<file path="src/rtl/serial_link_pkg.sv">
// rtl/serial_link_pkg.sv - shared serial link framing constants, frame length and FSM states
//
// Purpose: definitions common to the serializer and deserializer stages.
//   START_BIT  : line level of the start bit
//   STOP_BIT   : line level of a valid stop bit (also the idle level)
//   frame_len  : total frame length in bits for a given word width
//   link_state_t : receive/transmit FSM states

package serial_link_pkg;

  localparam logic START_BIT = 1'b1;
  localparam logic STOP_BIT  = 1'b0;

  typedef enum logic [1:0] {
    IDLE   = 2'd0,
    DATA   = 2'd1,
    PARITY = 2'd2,
    STOP   = 2'd3
  } link_state_t;

  // start + data bits + parity + stop
  function automatic int frame_len(input int txn_sz);
    return txn_sz + 3;
  endfunction

endpackage

</file>
<file path="src/rtl/deserializer.sv">
// rtl/deserializer.sv - serial frame receiver with one-word output register
//
// Purpose: receives frames of start '1', TXN_SZ data bits MSB first, even
// parity bit (XOR of data), stop '0', and presents good words on a
// valid/ready output register.
//
// Optional feature: define DESERIALIZER_PARITY_CHECK_EN to check the parity
// bit; otherwise the parity cycle is consumed but ignored and parity_err is 0.
//
// Ports:
//   clock      in   system clock, rising edge
//   reset_n    in   synchronous active-low reset
//   sin        in   serial line, one bit per clock
//   data       out  received word, valid while out_valid=1
//   out_valid  out  output register holds a word
//   out_ready  in   consumer accepts the word when out_valid=1
//   busy       out  a frame is in progress
//   parity_err out  one-cycle pulse on parity mismatch
//   frame_err  out  one-cycle pulse on bad stop bit
//   overrun    out  one-cycle pulse when a good word is dropped

module deserializer
  import serial_link_pkg::*;
#(
  parameter int TXN_SZ = 8
) (
  input  logic              clock,
  input  logic              reset_n,
  input  logic              sin,
  output logic [TXN_SZ-1:0] data,
  output logic              out_valid,
  input  logic              out_ready,
  output logic              busy,
  output logic              parity_err,
  output logic              frame_err,
  output logic              overrun
);

  localparam int CW = (TXN_SZ > 1) ? $clog2(TXN_SZ) : 1;

  link_state_t       state;
  link_state_t       next_state;
  logic [CW-1:0]     cnt;
  logic [TXN_SZ-1:0] shreg;
  logic              par_ok;

  logic start_det;
  logic shift_en;
  logic stop_cycle;
  logic stop_ok;
  logic good;
  logic handshake;

  // State register
  always_ff @(posedge clock) begin
    if (!reset_n) begin
      state <= IDLE;
    end else begin
      state <= next_state;
    end
  end

  // Next-state logic
  always_comb begin
    next_state = state;
    case (state)
      IDLE:    if (sin == START_BIT) next_state = DATA;
      DATA:    if (cnt == '0) next_state = PARITY;
      PARITY:  next_state = STOP;
      STOP:    next_state = IDLE;
      default: next_state = IDLE;
    endcase
  end

  // FSM outputs and per-cycle strobes
  always_comb begin
    busy       = 1'b0;
    start_det  = 1'b0;
    shift_en   = 1'b0;
    stop_cycle = 1'b0;
    case (state)
      IDLE:    start_det  = (sin == START_BIT);
      DATA:    begin busy = 1'b1; shift_en = 1'b1; end
      PARITY:  busy = 1'b1;
      STOP:    begin busy = 1'b1; stop_cycle = 1'b1; end
      default: busy = 1'b0;
    endcase
  end

`ifdef DESERIALIZER_PARITY_CHECK_EN
  logic par_bit;

  always_ff @(posedge clock) begin
    if (!reset_n) begin
      par_bit    <= 1'b0;
      parity_err <= 1'b0;
    end else begin
      if (state == PARITY) par_bit <= sin;
      // a bad stop bit masks the parity result for that frame
      parity_err <= stop_cycle && stop_ok && !par_ok;
    end
  end

  assign par_ok = ((^shreg) == par_bit);
`else
  assign par_ok     = 1'b1;
  assign parity_err = 1'b0;
`endif

  assign stop_ok   = (sin == STOP_BIT);
  assign good      = stop_cycle && stop_ok && par_ok;
  assign handshake = out_valid && out_ready;

  // Bit counter and shift register
  always_ff @(posedge clock) begin
    if (!reset_n) begin
      cnt   <= '0;
      shreg <= '0;
    end else begin
      if (start_det) begin
        cnt <= CW'(TXN_SZ - 1);
      end else if (shift_en && cnt != '0) begin
        cnt <= cnt - 1'b1;
      end
      if (shift_en) begin
        shreg <= {shreg[TXN_SZ-2:0], sin};
      end
    end
  end

  // Output register and status pulses
  always_ff @(posedge clock) begin
    if (!reset_n) begin
      data      <= '0;
      out_valid <= 1'b0;
      frame_err <= 1'b0;
      overrun   <= 1'b0;
    end else begin
      frame_err <= stop_cycle && !stop_ok;
      overrun   <= good && out_valid && !out_ready;
      // a word arriving on the handshake edge replaces the consumed one
      if (good && (!out_valid || out_ready)) begin
        data      <= shreg;
        out_valid <= 1'b1;
      end else if (handshake) begin
        out_valid <= 1'b0;
      end
    end
  end

endmodule

</file>
<file path="config.mk">
export PLATFORM = sky130hd
export DESIGN_NAME = deserializer
export DESIGN_NICKNAME = d
export VERILOG_FILES = /design/src/rtl/serial_link_pkg.sv /design/src/rtl/deserializer.sv
export SDC_FILE = /design/constraint.sdc
export NUM_CORES = 1
export LEC_CHECK = 0
export ABC_AREA = 1
export BUFFER_PORTS_ARGS = -buffer_cell sky130_fd_sc_hd__buf_2
export CAP_MARGIN = 10
export CORE_MARGIN = 2
export CORE_UTILIZATION = 48
export DETAILED_ROUTE_END_ITERATION = 10
export PLACE_DENSITY = 0.82
export SLEW_MARGIN = 20
export SYNTH_ARGS = -nofsm -noshare
export SYNTH_HDL_FRONTEND = slang
export SYNTH_SLANG_ARGS = --single-unit
</file>
<file path="constraint.sdc">
create_clock -name clock -period 1.15 [get_ports clock]
set_input_delay 0.1725 -clock clock [delete_from_list [all_inputs] [get_ports clock]]
set_output_delay 0.1725 -clock clock [all_outputs]
set_load 0.05 [all_outputs]
</file>
==> run_results.csv, run 1 <==
group,metric,value,unit
run,cap_violations,0,
floorplan,core.rowCount,16,
route,wire_per_inst,13.66,µm
setup_path,r2r_cells,7,
finish,final_cell_mix,"dfxtp_1, nand2_1, nor2_1",
setup_path,setup.worst_path.start,"state[1]$_SDFFE_PN0P_",
setup_path,crit_required,1390,ps
min_path,hold_class,"in2reg",
sta,layout_setup_ws,-187.3,ps
setup_path,cp.arrival,1580,ps
route,routed-via-count,980,
yosys,synth_cell_type_count,17,
clocking,clk_pin_slew,130,ps
setup_path,slowest_delay,390,ps
sta,setup-violations-final,22,
yosys,synth_seq_cells,24,
setup_path,critical_path.slowest_cell,"dfxtp_4",
yosys,synth_top_area_frac,0.4621,
yosys,ys_warn_count,0,
setup_path,crit_chain,"buf_4 -> ha_4 -> inv_1 -> nor2_4 -> nand3_1 -> nand2_1 -> nor2_1",
pwr,finalPower,3.658,mW
sta,clock.fmax,747.8,MHz
pwr,max-vdd-ir-drop,1595,µV
setup_path,cp_top_family,"simple AND/OR/NAND/NOR gates",
placed_design,io_buffer_count,15,
route,first_pass_iters,4,
floorplan,io_pins,17,
finish,area_growth,39.11,%
floorplan,core,0.002002,mm²
finish,final_common_cell,"dfxtp_1",
grt,antenna_found_initial,0,
grt,grt_overflow,0,
floorplan,die_w,50.54,µm
yosys,synth_area_per_cell,7.534,µm²
sta,period_share,1.163,
setup_path,end_kind,"flip-flop",
yosys,yosysTopAreaCell,"dfxtp_1",
yosys,synth_fp_nets,149,
route,drc,0,
floorplan,initial_core_util,0.5194,
yosys,synthFlopType,"dfxtp_1",
grt,grt_pass1_vias,796,
clocking,cts_buffer_depth,2,
floorplan,die_y,50.54,µm
setup_path,crit_buf_inv,2,
yosys,synthArstFlopShare,0,
finish,fin_util,0.7225,
route,drtAntennaViolNets,0,
status,status,"finished with violations",
sta,rsz0062_at_grt,"yes",
setup_path,rrSetupSlack,-190,ps
clocking,htree_num_levels,1,
setup_path,start_kind,"flip-flop",
grt,grt_pass1_wl,3422,µm
pwr,power_density,2529,mW/mm²
setup_path,critPathKind,"reg2reg",
setup_path,r2r-start,"state[1]$_SDFFE_PN0P_",
finish,antenna_cells,0,
clocking,cts_tree,"done",
floorplan,die_area,0.002554,mm²
route,drt_wl_total,2623,µm
sta,finClkSkew,4.878,ps
placed_design,gp_congestion,0.7757,
yosys,synth_area_leaders,"dfxtp_1, ha_1, nand2_1",
sta,min_period,1337,ps
setup_path,cp_max_fo,8,
grt,grt_max_degree,17,
sta,slew_violations,0,
setup_path,cp_num_cells,7,
clocking,root_buffer,"clkbuf_4",
yosys,syn_inst,138,
sta,hold_viol,0,
route,vias_per_cell,5.104,
status,failed_checks,"setup timing",
finish,drive_above_1_share,0.4182,
yosys,ys_seq_area_frac,0.4621,
yosys,netlist_area,0.001040,mm²
grt,grtUsageTotal,0.1874,
clocking,clock-sinks,24,
placed_design,dpl.hpwl,1409,µm
yosys,synth_edf_count,0,
clocking,cts_buffers,3,
route,drtIter0Drc,35,
finish,final_nets,177,
setup_path,r2r_end,"data[1]$_SDFFE_PN0P_",
setup_path,crit_end,"data[1]$_SDFFE_PN0P_",
pwr,p_leak,0.6429,nW
clocking,clk-insertion-delay-late,320,ps
-- Yosys cell counts (2+ instances only) --
cell / number
dfxtp_1: 24
nand2_1: 23
nor2_1: 20
inv_1: 19
a21oi_1: 14
nand3_1: 10
o21ai_0: 8
ha_1: 7
buf_2: 3
buf_4: 2
nor3_1: 2
-- registers in the layout, indices dropped and copies added (netlist names) --
register	flops
cnt	3
state	2
data	8
out_valid	1
frame_err	1
overrun	1
shreg	8
-- worst min path at each step --
stage | slack [ps] | to | depth (start not counted) | from
global route | 180 | state[0]$_SDFFE_PN0P_ | 3 | reset_n
floorplan | 330 | frame_err$_SDFF_PN0_ | 2 | sin
finish | 160 | shreg[6]$_SDFFE_PN0N_ | 3 | reset_n
detailed placement | 470 | data[0]$_SDFFE_PN0P_ | 2 | data[0]$_SDFFE_PN0P_
CTS | 140 | state[1]$_SDFFE_PN0P_ | 3 | reset_n
global placement | 460 | shreg[7]$_SDFFE_PN0N_ | 2 | shreg[6]$_SDFFE_PN0N_
-- power breakdown --
group          switching (mW)  total (mW)  internal (mW)
sequential              0.144        1.22           1.08
clock                   0.261       0.455          0.194
combinational            1.14        1.98          0.839
total                    1.55        3.66           2.11
-- worst reg2reg max path, delay by kind of cell (launching register included) --
family	cells	cell delay [ps]
AND/OR/NAND/NOR	4	540
flip-flops	1	390
adder cells (fa/ha/maj)	1	130
buffers and inverters	2	190
-- routing by layer --
metal  part of all wire  track usage  up-vias
met4              0.035       0.1532        0
li1                   -            -      485
met5                  0            0        -
met3              0.067      0.05357        8
met1               0.43       0.2079      442
met2               0.46       0.2961       45
-- cell families (layout without fill, tap and decap cells) --
logic type,after synthesis,in the layout,share of synthesized area
buffers and inverters,25,52,0.1011
adders and majority gates,7,7,0.08423
AOI/OAI and AO/OA,22,22,0.1059
other,1,1,0.003607
DFF,24,24,0.4621
and+or+nand+nor,59,59,0.2431
-- metrics by stage --
step | setup slack [ps] | hold slack (ps) | setup TNS [ps] | cells | cell area, µm²
floorplan | 5.181 | 327.1 | 0 | 138 | 1049
global placement | -25.54 | 457.4 | -117.4 | 182 | 1190
CTS | -126.7 | 137.1 | -1585 | 188 | 1290
detailed placement | -138.8 | 465.6 | -949.8 | 182 | 1190
global route | -246.6 | 179.6 | -3403 | 192 | 1446
finish | -187.3 | 160.5 | -1889 | 192 | 1446
-- final cells by class --
cell class	count	area, µm²
clock buffer	4	36.28
multi-input combinational	89	596.8
inverter	20	82.58
sequential	24	489.2
tap	27	33.78
timing repair buffer	28	207.7
fill	132	555.5
-- timing repair --
action,in CTS,in global routing
pin swaps,2,12
endpoints found under the setup margin,20,23
setup buffers,2,4
cloned,0,0
gates resized for setup,17,34
hold buffers,0,0
Note: power is estimated with default switching activity, not from simulation.
==> run 2, diff against run 1 <==
--- a/config.mk
+++ b/config.mk
@@ -8,10 +8,11 @@
 export ABC_AREA = 1
 export BUFFER_PORTS_ARGS = -buffer_cell sky130_fd_sc_hd__buf_2
 export CAP_MARGIN = 10
-export CORE_MARGIN = 2
+export CORE_MARGIN = 4
 export CORE_UTILIZATION = 48
 export DETAILED_ROUTE_END_ITERATION = 10
 export PLACE_DENSITY = 0.82
+export SETUP_SLACK_MARGIN = 0.1
 export SLEW_MARGIN = 20
 export SYNTH_ARGS = -nofsm -noshare
 export SYNTH_HDL_FRONTEND = slang
==> run_results.csv, run 2 (synthesized netlist as in run 1, its figures left out) <==
group,metric,value,unit
status,status,"finished with violations",
status,failed_checks,"setup timing",
sta,setup-violations-final,16,
route,wl_met3,93,µm
clocking,clk-insertion-delay-late,310,ps
finish,fin_area,0.001446,mm²
floorplan,initial_core_util,0.5194,
sta,period_share,1.123,
finish,final_cell_mix,"nor2_1, nand2_1, dfxtp_1",
sta,finClkSkew,2.082,ps
route,drtIter0Drc,10,
finish,final_common_cell,"nor2_1",
floorplan,die_area,0.002975,mm²
grt,grt_pass1_wl,3608,µm
route,wire_per_inst,11.27,µm
setup_path,crit_required,980,ps
grt,grt_overflow,0,
setup_path,critPathKind,"reg2out",
run,cap_violations,0,
placed_design,io_buffer_count,15,
floorplan,core.rowCount,16,
sta,clock.fmax,774.3,MHz
pwr,max-vdd-ir-drop,1721,µV
pwr,p_leak,0.6055,nW
finish,final_nets,172,
clocking,htree_num_levels,1,
floorplan,die_w,54.54,µm
placed_design,preCtsSetupSlack,-45.95,ps
sta,min_period,1291,ps
route,dr_wl_met2,1090,µm
route,routed.top_layer,"met4",
clocking,ctsHoldBuffers,0,
sta,hold-worst-slack,159.3,ps
finish,top_regs,"data x8, shreg x8, cnt x3",
sta,layout_setup_ws,-141.5,ps
clocking,root_buffer,"clkbuf_4",
route,first_pass_iters,4,
finish,stdcell_count,187,
grt,grtUsageTotal,0.1684,
placed_design,gp_congestion,0.7577,
clocking,cts_buffer_depth,2,
route,vias_per_cell,4.914,
setup_path,end_kind,"output port",
clocking,clk_pin_slew,130,ps
clocking,cts_tree,"done",
route,drt_wl_total,2107,µm
clocking,clock-sinks,24,
route,routed-via-count,919,
placed_design,post_dp_cell_area,0.001219,mm²
setup_path,start_kind,"flip-flop",
grt,grt_pass1_vias,852,
sta,rsz0062_at_grt,"yes",
finish,area_growth,39.11,%
floorplan,core,0.002002,mm²
route,drtAntennaViolNets,0,
setup_path,cp_max_fo,3,
route,drt-met1-wl,878,µm
sta,slew_violations,0,
finish,nFillCells,167,
finish,antenna_cells,0,
min_path,hold_class,"in2reg",
floorplan,io_pins,17,
sta,setup-tns-final,-937.7,ps
placed_design,dp.cells,177,
finish,drive_above_1_share,0.4250,
grt,grt_max_degree,17,
clocking,cts_buffers,3,
placed_design,dpl.hpwl,1452,µm
setup_path,cp.arrival,1120,ps
sta,hold_viol,0,
grt,antenna_found_initial,0,
pwr,power_density,2380,mW/mm²
route,drc,0,
floorplan,die_y,54.54,µm
-- run 2: cell count changes in the layout (fill, tap and decap cells not counted), moves of 4 or more --
cell / previous run / this run
buf_2: 12 / 3
buf_6: 2 / 8
nand3_1: 6 / 2
nand3_2: 4 / 8
o21ai_1: 2 / 6
-- run 2: through the flow --
step                  util  total power, mW
floorplan                -            2.372
global placement    0.6088            2.564
detailed placement  0.6088            2.641
CTS                 0.6844            3.330
global route        0.7225            3.676
finish              0.7225            3.443
-- run 2: power breakdown --
part	internal, mW	switching (mW)	total (mW)
Clock	0.193	0.243	0.436
Sequential	1.08	0.129	1.21
Combinational	0.765	1.03	1.80
-- run 2: layer usage --
metal,vias up,track usage
met3,6,0.02997
met5,-,0
met2,20,0.2869
met1,422,0.1967
li1,471,-
met4,0,0.09544
-- run 2: final timing paths --
path,startpoint,end,slack (ps),depth (start not counted)
worst min-delay path,reset_n,state[1]$_SDFFE_PN0P_,160,3
worst min register to register,cnt[1]$_SDFFE_PN0P_,cnt[1]$_SDFFE_PN0P_,490,2
worst max register to register,state[1]$_SDFFE_PN0P_,data[4]$_SDFFE_PN0P_,-110,7
worst max-delay path,state[1]$_SDFFE_PN0P_,busy,-140,4
-- run 2: area by class of cell --
cell class                      instances  area [µm²]  area share
Tap cell                               27       33.78     0.02336
Sequential cell                        24       493.0      0.3408
Multi-Input combinational cell         89       584.3      0.4040
Timing Repair Buffer                   23       215.2      0.1488
Clock buffer                            4       36.28     0.02509
Inverter                               20       83.83     0.05796
-- run 2: timing repair --
action / in CTS / in global routing
pin swaps: 7 / 3
resized for setup: 29 / 20
gates cloned: 0 / 0
endpoints found under the hold margin: 0 / 0
buffers inserted: 4 / 2
endpoints found under the setup margin: 33 / 31
-- run 2: worst max-delay path: stages (launching register included) --
cell and delay (ps):
dfxtp_4 380, inv_4 70, ha_4 140, clkinvlp_4 80, buf_8 150
